[src/rtl/vend_machine_multi.sv]
// vend_machine_multi
//   Multi-item vending controller. Accepts nickels, dimes and quarters,
//   accumulates credit up to MAX_CREDIT, dispenses one of NUM_ITEMS items
//   on a select request and pays change/cancel refunds as a serial stream
//   of back-to-back nickel pulses.
//
//   Item prices form a linear table: price(i) = PRICE_BASE + i*PRICE_STEP.
//
// Ports
//   clock          system clock
//   reset          synchronous, active-high reset
//   nickel_in      one-cycle pulse, 5c inserted
//   dime_in        one-cycle pulse, 10c inserted
//   quarter_in     one-cycle pulse, 25c inserted
//   sel_valid      one-cycle item select request
//   sel_item       item index, sampled with sel_valid
//   cancel         one-cycle refund request
//   dispense       one-cycle pulse, item released
//   dispense_item  index of dispensed item, valid with dispense
//   nickel_out     one pulse per 5c of change/refund returned
//   coin_reject    coin(s) of the previous cycle returned uncredited
//   insufficient   select refused (low credit or bad index)
//   busy           high while vending or paying change
//   credit         current accumulated credit in cents
//
// All outputs are registered.
//
// State table
//   state   | meaning
//   COLLECT | accepting coins, select and cancel
//   VEND    | single cycle, item released
//   CHANGE  | paying out owed change, one nickel per cycle

module vend_machine_multi #(
  parameter int NUM_ITEMS  = 3,
  parameter int PRICE_BASE = 15,
  parameter int PRICE_STEP = 5,
  parameter int MAX_CREDIT = 50,
  localparam int SEL_W  = (NUM_ITEMS > 1) ? $clog2(NUM_ITEMS) : 1,
  localparam int CRED_W = $clog2(MAX_CREDIT + 1)
) (
  input  logic              clock,
  input  logic              reset,
  input  logic              nickel_in,
  input  logic              dime_in,
  input  logic              quarter_in,
  input  logic              sel_valid,
  input  logic [SEL_W-1:0]  sel_item,
  input  logic              cancel,
  output logic              dispense,
  output logic [SEL_W-1:0]  dispense_item,
  output logic              nickel_out,
  output logic              coin_reject,
  output logic              insufficient,
  output logic              busy,
  output logic [CRED_W-1:0] credit
);

  localparam int MAX_PRICE = PRICE_BASE + (NUM_ITEMS - 1) * PRICE_STEP;

  // Parameter sanity checks, evaluated at elaboration.
  if (NUM_ITEMS < 1 || NUM_ITEMS > 16) begin : g_bad_items
    $error("vend_machine_multi: NUM_ITEMS must be 1..16");
  end
  if (PRICE_BASE <= 0 || (PRICE_BASE % 5) != 0) begin : g_bad_base
    $error("vend_machine_multi: PRICE_BASE must be a positive multiple of 5");
  end
  if (PRICE_STEP < 0 || (PRICE_STEP % 5) != 0) begin : g_bad_step
    $error("vend_machine_multi: PRICE_STEP must be a multiple of 5");
  end
  if ((MAX_CREDIT % 5) != 0 || MAX_CREDIT < MAX_PRICE) begin : g_bad_cap
    $error("vend_machine_multi: MAX_CREDIT must be a multiple of 5 and cover the highest price");
  end

  typedef enum logic [1:0] {
    COLLECT = 2'd0,
    VEND    = 2'd1,
    CHANGE  = 2'd2
  } state_t;

  localparam logic [CRED_W-1:0] FIVE      = CRED_W'(5);
  localparam logic [CRED_W:0]   CAP_WIDE  = (CRED_W + 1)'(MAX_CREDIT);
  localparam logic [SEL_W:0]    ITEMS_WIDE = (SEL_W + 1)'(NUM_ITEMS);

  state_t             state_q, state_d;
  logic [CRED_W-1:0]  credit_q, credit_d;
  logic [CRED_W-1:0]  change_q, change_d;
  logic               dispense_d;
  logic [SEL_W-1:0]   item_q, item_d;
  logic               nickel_d;
  logic               reject_d;
  logic               insuff_d;
  logic               busy_d;

  logic               coin_any;
  logic               coin_multi;
  logic [CRED_W:0]    coin_value;
  logic [CRED_W:0]    credit_sum;
  logic               sel_bad_index;
  logic [CRED_W-1:0]  price_sel;

  always_comb begin
    coin_any   = nickel_in | dime_in | quarter_in;
    coin_multi = (nickel_in & dime_in) | (nickel_in & quarter_in) | (dime_in & quarter_in);
    coin_value = '0;
    if (nickel_in)  coin_value = (CRED_W + 1)'(5);
    if (dime_in)    coin_value = (CRED_W + 1)'(10);
    if (quarter_in) coin_value = (CRED_W + 1)'(25);
    // One extra bit so an over-cap sum cannot wrap before the compare.
    credit_sum = {1'b0, credit_q} + coin_value;
  end

  // Price lookup from an elaboration-time constant table.
  always_comb begin
    sel_bad_index = ({1'b0, sel_item} >= ITEMS_WIDE);
    price_sel     = '0;
    for (int i = 0; i < NUM_ITEMS; i++) begin
      if (sel_item == SEL_W'(i)) begin
        price_sel = CRED_W'(PRICE_BASE + i * PRICE_STEP);
      end
    end
  end

  always_comb begin
    state_d    = state_q;
    credit_d   = credit_q;
    change_d   = change_q;
    item_d     = item_q;
    dispense_d = 1'b0;
    nickel_d   = 1'b0;
    reject_d   = 1'b0;
    insuff_d   = 1'b0;

    case (state_q)
      COLLECT: begin
        if (cancel && (credit_q != '0)) begin
          // First refund nickel goes out next cycle, so it is pre-deducted.
          nickel_d = 1'b1;
          change_d = credit_q - FIVE;
          credit_d = '0;
          state_d  = CHANGE;
          reject_d = coin_any;
        end else if (sel_valid) begin
          // A select owns the cycle whether or not it is honoured.
          reject_d = coin_any;
          if (sel_bad_index || (credit_q < price_sel)) begin
            insuff_d = 1'b1;
          end else begin
            change_d   = credit_q - price_sel;
            credit_d   = '0;
            item_d     = sel_item;
            dispense_d = 1'b1;
            state_d    = VEND;
          end
        end else if (coin_any) begin
          if (coin_multi || (credit_sum > CAP_WIDE)) begin
            reject_d = 1'b1;
          end else begin
            credit_d = credit_sum[CRED_W-1:0];
          end
        end
      end

      VEND: begin
        reject_d = coin_any;
        if (change_q != '0) begin
          nickel_d = 1'b1;
          change_d = change_q - FIVE;
          state_d  = CHANGE;
        end else begin
          state_d  = COLLECT;
        end
      end

      CHANGE: begin
        // change_q holds what is still owed after the pulse now on the output.
        reject_d = coin_any;
        if (change_q != '0) begin
          nickel_d = 1'b1;
          change_d = change_q - FIVE;
        end else begin
          state_d  = COLLECT;
        end
      end

      default: begin
        state_d  = COLLECT;
        change_d = '0;
      end
    endcase

    busy_d = (state_d != COLLECT);
  end

  always_ff @(posedge clock) begin
    if (reset) begin
      state_q      <= COLLECT;
      credit_q     <= '0;
      change_q     <= '0;
      item_q       <= '0;
      dispense     <= 1'b0;
      nickel_out   <= 1'b0;
      coin_reject  <= 1'b0;
      insufficient <= 1'b0;
      busy         <= 1'b0;
    end else begin
      state_q      <= state_d;
      credit_q     <= credit_d;
      change_q     <= change_d;
      item_q       <= item_d;
      dispense     <= dispense_d;
      nickel_out   <= nickel_d;
      coin_reject  <= reject_d;
      insufficient <= insuff_d;
      busy         <= busy_d;
    end
  end

  assign credit        = credit_q;
  assign dispense_item = item_q;

endmodule

[config.mk]
export PLATFORM = sky130hd
export DESIGN_NAME = vend_machine_multi
export DESIGN_NICKNAME = d
export VERILOG_FILES = /design/src/rtl/vend_machine_multi.sv
export SDC_FILE = /design/constraint.sdc
export NUM_CORES = 1
export LEC_CHECK = 0
export CAP_MARGIN = 20
export CORE_ASPECT_RATIO = 0.75
export CORE_UTILIZATION = 35
export CTS_BUF_LIST = sky130_fd_sc_hd__clkbuf_16
export DETAILED_ROUTE_END_ITERATION = 7
export GPL_ROUTABILITY_DRIVEN = 0
export SYNTH_ARGS = -nofsm -noshare
export SYNTH_HDL_FRONTEND = slang
export SYNTH_SLANG_ARGS = --single-unit
[constraint.sdc]
create_clock -name clock -period 3.2 [get_ports clock]
set_clock_uncertainty 0.1 [all_clocks]
set_input_delay 0.64 -clock clock [delete_from_list [all_inputs] [get_ports clock]]
set_output_delay 0.64 -clock clock [all_outputs]
set_load 0.005 [all_outputs]
# Word level (Yosys, flattened, before mapping)
# Index checks and enable logic that the tools add are counted.
# op_classes
n_eq_ne	9
magnitude_cmp	3
add_sub_neg	4
reduce_logical	14
mux	32
n_bitwise	11
# op_table
operator	count
6-bit two-way mux	11
7-bit two-way mux	2
3-bit != test (second input constant)	4
6-bit one-hot mux with 2 select lines	1
6-bit nonzero test	2
6-bit by 3-bit subtractor with 6-bit output (second input constant)	2
2-bit two-way mux	5
1-bit two-way mux	8
4-bit AND reduction	2
6-bit by 7-bit adder with 7-bit output	1
7-bit by 6-bit > comparator with 1-bit output (second input constant)	1
6-bit less-than comparator	1
2-bit one-hot mux with 3 select lines	1
6-bit subtractor	1
2-bit by 1-bit == test with 1-bit output (second input constant)	2
2-bit == test (second input constant)	2
2-bit zero test	2
4-bit two-way mux	1
1-bit inverter	4
1-bit bitwise OR	4
1-bit one-hot mux with 2 select lines	2
4-bit OR reduction	1
1-bit AND	3
3-bit two-way mux	1
8 further kinds	9
# word_totals
output_inout_bits	13
inputBits	9
word_cells	82
reg_bits	21

# Logic depth before layout (Yosys ltp)
# Gate-level depths: netlist (run 1).
# depth
ltp_word	11
mapped_depth	11
ltp_nobuf	10

# Worst setup path after synthesis (run 1)
# Ideal clock, no wire load.
# synth_timing
path_kind	input to register
from	in sel_item[0]
to	reg change_q[0]
cell_stages	11
t_arrival_ns	2.558
path_slack_ns	0.472
setup_time_ns	0.071
n_path_buf	1
required_ns	3.029
path_cell_list	inv_1 -> ha_1 -> o21bai_1 -> ha_1 -> a21oi_1 -> o22ai_2 -> nand2_2 -> a22o_1 -> buf_6 -> or3_1 -> a21oi_1
# synth_between
elab_chain_cells	9
word_cells_on_any_way	16
classes_between	add/sub (1); order compare (2); eq/ne (3); mux (7); reduce/logical (3)
# synth_lines
element	line_no	rtl
start, declared	48	input logic [SEL_W-1:0] sel_item,
2-bit zero test	118	if (sel_item == SEL_W'(i)) begin
4-bit two-way mux	118	
6-bit two-way mux (2 in a row)	118	
6-bit subtractor	149	change_d = credit_q - price_sel;
6-bit two-way mux	146	if (sel_bad_index || (credit_q < price_sel)) begin
6-bit two-way mux	143	end else if (sel_valid) begin
6-bit two-way mux	136	if (cancel && (credit_q != '0)) begin
6-bit one-hot mux with 2 select lines	134	case (state_q)
end signal, assigned	209	change_q <= change_d;
end, declared	87	logic [CRED_W-1:0] change_q, change_d;
# Parallel ways exist; a longest one is shown, timed or not. The select of a mux whose other input is x is not followed.
# A chain may end at the register's enable or synchronous reset.

# Final worst setup path (run 1)
# layout_timing
from	in quarter_in
to	reg credit_q[1], in the netlist credit[1]
# layout_between
elab_chain_cells	6
word_cells_on_any_way	16
classes_between	add/sub (1); order compare (1); eq/ne (1); mux (5); bitwise (5); reduce/logical (3)
# layout_lines
element	line_no	rtl
start, declared	46	input logic quarter_in,
7-bit two-way mux or 1-bit AND (tied branches)	108, 104	
6-bit by 7-bit adder with 7-bit output or 1-bit bitwise OR (tied branches)	110, 104	
7-bit by 6-bit > comparator with 1-bit output (tied with other cells)	156	if (coin_multi || (credit_sum > CAP_WIDE)) begin
1-bit logical OR or 6-bit two-way mux (tied branches)	156, 155	
3-bit != test (no line) or 6-bit two-way mux (tied branches)	n/a	
4-bit AND reduction (no line) or 6-bit two-way mux (tied branches)	n/a	
end signal, assigned	208	credit_q <= credit_d;
end, declared	86	logic [CRED_W-1:0] credit_q, credit_d;
# Parallel ways exist; a longest one is shown, timed or not. The select of a mux whose other input is x is not followed.

==> results.sh, run 1 <==
export IMPL_crit_path_end_kind="register"
export IMPL_clockBufferDepth=2
export IMPL_synth_area_sq_um=1840
export IMPL_die_w_microns=85.8
export IMPL_layout_drive_gt1_share=0.176
export IMPL_cts_htree_levels=1
export IMPL_num_rows=22
export IMPL_fin_crit_ns=3.09
export IMPL_drc=0
export IMPL_fin_crit_sh=0.966
export IMPL_whs_ns=0.367
export IMPL_ios=22
export IMPL_ys_top_cells_by_area="dfxtp_1 23%, ha_1 14%, nand2_1 4.7%"
export IMPL_synth_top_cell_by_area="dfxtp_1"
export IMPL_drt_total_wl_mm=4.73
export IMPL_floorplan_core_area_sq_um=4980
export IMPL_synth_seq_cells=21
export IMPL_startpoint_type="input pin"
export IMPL_status="completed"
export IMPL_clockRootBuffer="clkbuf_16"
export IMPL_vias=1688
export IMPL_track_usage=0.181
export IMPL_p_leak_nw=1.03
export IMPL_ys_seq_area_frac=0.228
export IMPL_cp_required_ns=3.28
export IMPL_worst_slew_margin_rel=0.511
export IMPL_path_clk_slew_ns=0.06
export IMPL_synth_top_cells_by_count="23 x nand2_1, 21 x dfxtp_1, 20 x ha_1, 19 x inv_1, 15 x a21oi_1"
export IMPL_nets=293
export IMPL_clock_latency_ns=0.25
export IMPL_cpMaxStageDelayCell="or4b_1"
export IMPL_fin_cells=333
export IMPL_syn_nets=250
export IMPL_power_density_nw_per_um2=722
export IMPL_postCtsHoldBufs=0
export IMPL_grt_pass1_wl_mm=7.88
export IMPL_dp_cells=327
export IMPL_path_max_fanout=6
export IMPL_initialDrtViolationCount=84
export IMPL_antenna_cells=0
export IMPL_synthArstFlopShare=0
export IMPL_hold_path_class="register to register"
export IMPL_cts_num_sinks=21
export IMPL_gr_total_overflow=0
export IMPL_finalSetupViolCount=0
export IMPL_final_util=0.482
export IMPL_viasPerCell=5.07
export IMPL_syn_inst=219
export IMPL_synth_edf_count=0
export IMPL_dp_hpwl_mm=3.71
export IMPL_antenna_found_initial=0
export IMPL_slowest_delay_ns=0.53
export IMPL_cp_cell_sequence="clkdlybuf4s50_1 -> or2_2 -> nor2_1 -> ha_2 -> a211oi_2 -> or4b_1 -> o2111ai_2 -> o211ai_4 -> a41oi_4 -> buf_12 -> mux2i_1"
export IMPL_clock_fmax_mhz=323
export IMPL_final_hold_viol_count=0
export IMPL_ant_nets=0
export IMPL_syn2layout_area_growth_pct=30.4
export IMPL_ys_types=56
export IMPL_initial_core_util=0.370
export IMPL_wl_per_cell_microns=14.2
export IMPL_first_pass_iters=4
export IMPL_die_height_microns=64.8
export IMPL_grt_pass1_vias=1634
export IMPL_yosys_warnings=0
export IMPL_cts_tree="done"
export IMPL_portBuffers=21
export IMPL_drv_cap=0
export IMPL_grt_max_degree=16
export IMPL_worstMarginPinSlew_ns=0.728
export IMPL_die_area_sq_um=5560
export IMPL_path_class="input pin to register"
export IMPL_avgSynthCellArea_sq_um=8.42
export IMPL_numCtsBuffers=3
export IMPL_report_final_slew_viol_count=0
export IMPL_synth_top_area_frac=0.228
export IMPL_synth_most_common_cell="nand2_1"
export IMPL_worst_ep_arrival_time_ns=3.17
export IMPL_synthFlopType="dfxtp_1"
export IMPL_vdd_ir_drop_max_mv=0.262
-- sequential cells by signal (all words and copies together) (netlist names) --
signal and count:
coin_reject 1, nickel_out 1, insufficient 1, state_q 2, dispense 1, busy 1
credit 6, change_q 6, dispense_item 2
-- final cells by class --
type	instances	area, sq um
clock inverter	1	5.00
sequential	21	420
tap	72	90.1
multi-input combinational	172	1340
clock buffer	3	75.1
fill	514	2580
inverter	19	71.3
timing repair buffer	45	403
-- metal layers --
metal | track usage | up-vias | wire (microns)
li1 | - | 856 | -
met1 | 0.277 | 796 | 2570
met2 | 0.272 | 34 | 1990
met3 | 0.0280 | 2 | 167
met4 | 0.0188 | 0 | 4
met5 | 0 | - | 0
-- logic make-up (layout without fill, tap and decap cells) --
logic type	after synthesis	in the layout	synth area share
AOI/OAI and AO/OA	55	55	0.237
xor gates and xnor gates	12	12	0.0570
adders and majority gates	22	22	0.158
buffers and inverters	26	68	0.0652
DFF	21	21	0.228
muxes	6	6	0.0326
and+or+nand+nor	77	77	0.223
-- critical path: cells and delay by family --
family                     cells  cell delay (ns)
muxes                          1             0.18
and+or+nand+nor                3             0.98
adders and majority gates      1             0.21
buffers and inverters          2             0.60
AOI/OAI and AO/OA              4             0.55
-- what timing repair did --
item                                    4_1_cts  5_1_grt
resized for setup                             0        6
setup buffers                                 0        2
endpoints found under the setup margin        0       10
-- worst paths after layout --
kind / cells past startpoint / endpoint / start / slack, ns
max: 11 / credit[1]$_SDFFE_PP0P_ / quarter_in / 0.11
min: 2 / change_q[0]$_SDFFE_PP0P_ / change_q[0]$_SDFFE_PP0P_ / 0.37
max reg2reg: 11 / credit[1]$_SDFFE_PP0P_ / credit[0]$_SDFFE_PP0P_ / 0.70
min reg2reg: 2 / change_q[0]$_SDFFE_PP0P_ / change_q[0]$_SDFFE_PP0P_ / 0.37
-- power by group --
part,switching [mW],internal [mW]
clock network,0.0984,0.168
logic,0.540,0.509
registers,0.0829,0.337
total,0.721,1.01
-- through the flow --
stage	area, sq um	power [mW]	worst slack, ns	setup TNS (ns)
after detailed placement	2260	1.39	-0.221	-1.57
after floorplan	1840	1.11	0.472	0
after global routing	2400	1.87	-0.00856	-0.0104
after CTS	2340	1.67	0.0233	0
after global placement	2260	1.39	-0.219	-1.36
final	2400	1.73	0.109	0
-- cell usage in the layout (no fill, tap or decap), drive strengths merged, types with 3 or more instances in the layout --
cell type / n
a211oi: 3
a21oi: 16
a31oi: 3
a32oi: 4
buf: 24
clkbuf: 3
clkdlybuf4s50: 21
dfxtp: 21
ha: 20
inv: 19
mux2i: 6
nand2: 25
nand2b: 11
nand3: 3
nor2: 14
nor3: 3
o21ai: 9
or2: 3
or3: 3
xnor2: 5
xor2: 7
(Power assumes the default switching activity.)
==> inputs of run 2 (changes only) <==
Settings changed: ABC_AREA set to 0.
==> results of run 2 <==
The final DEF is identical to that of run 1; final timing and power are the same.
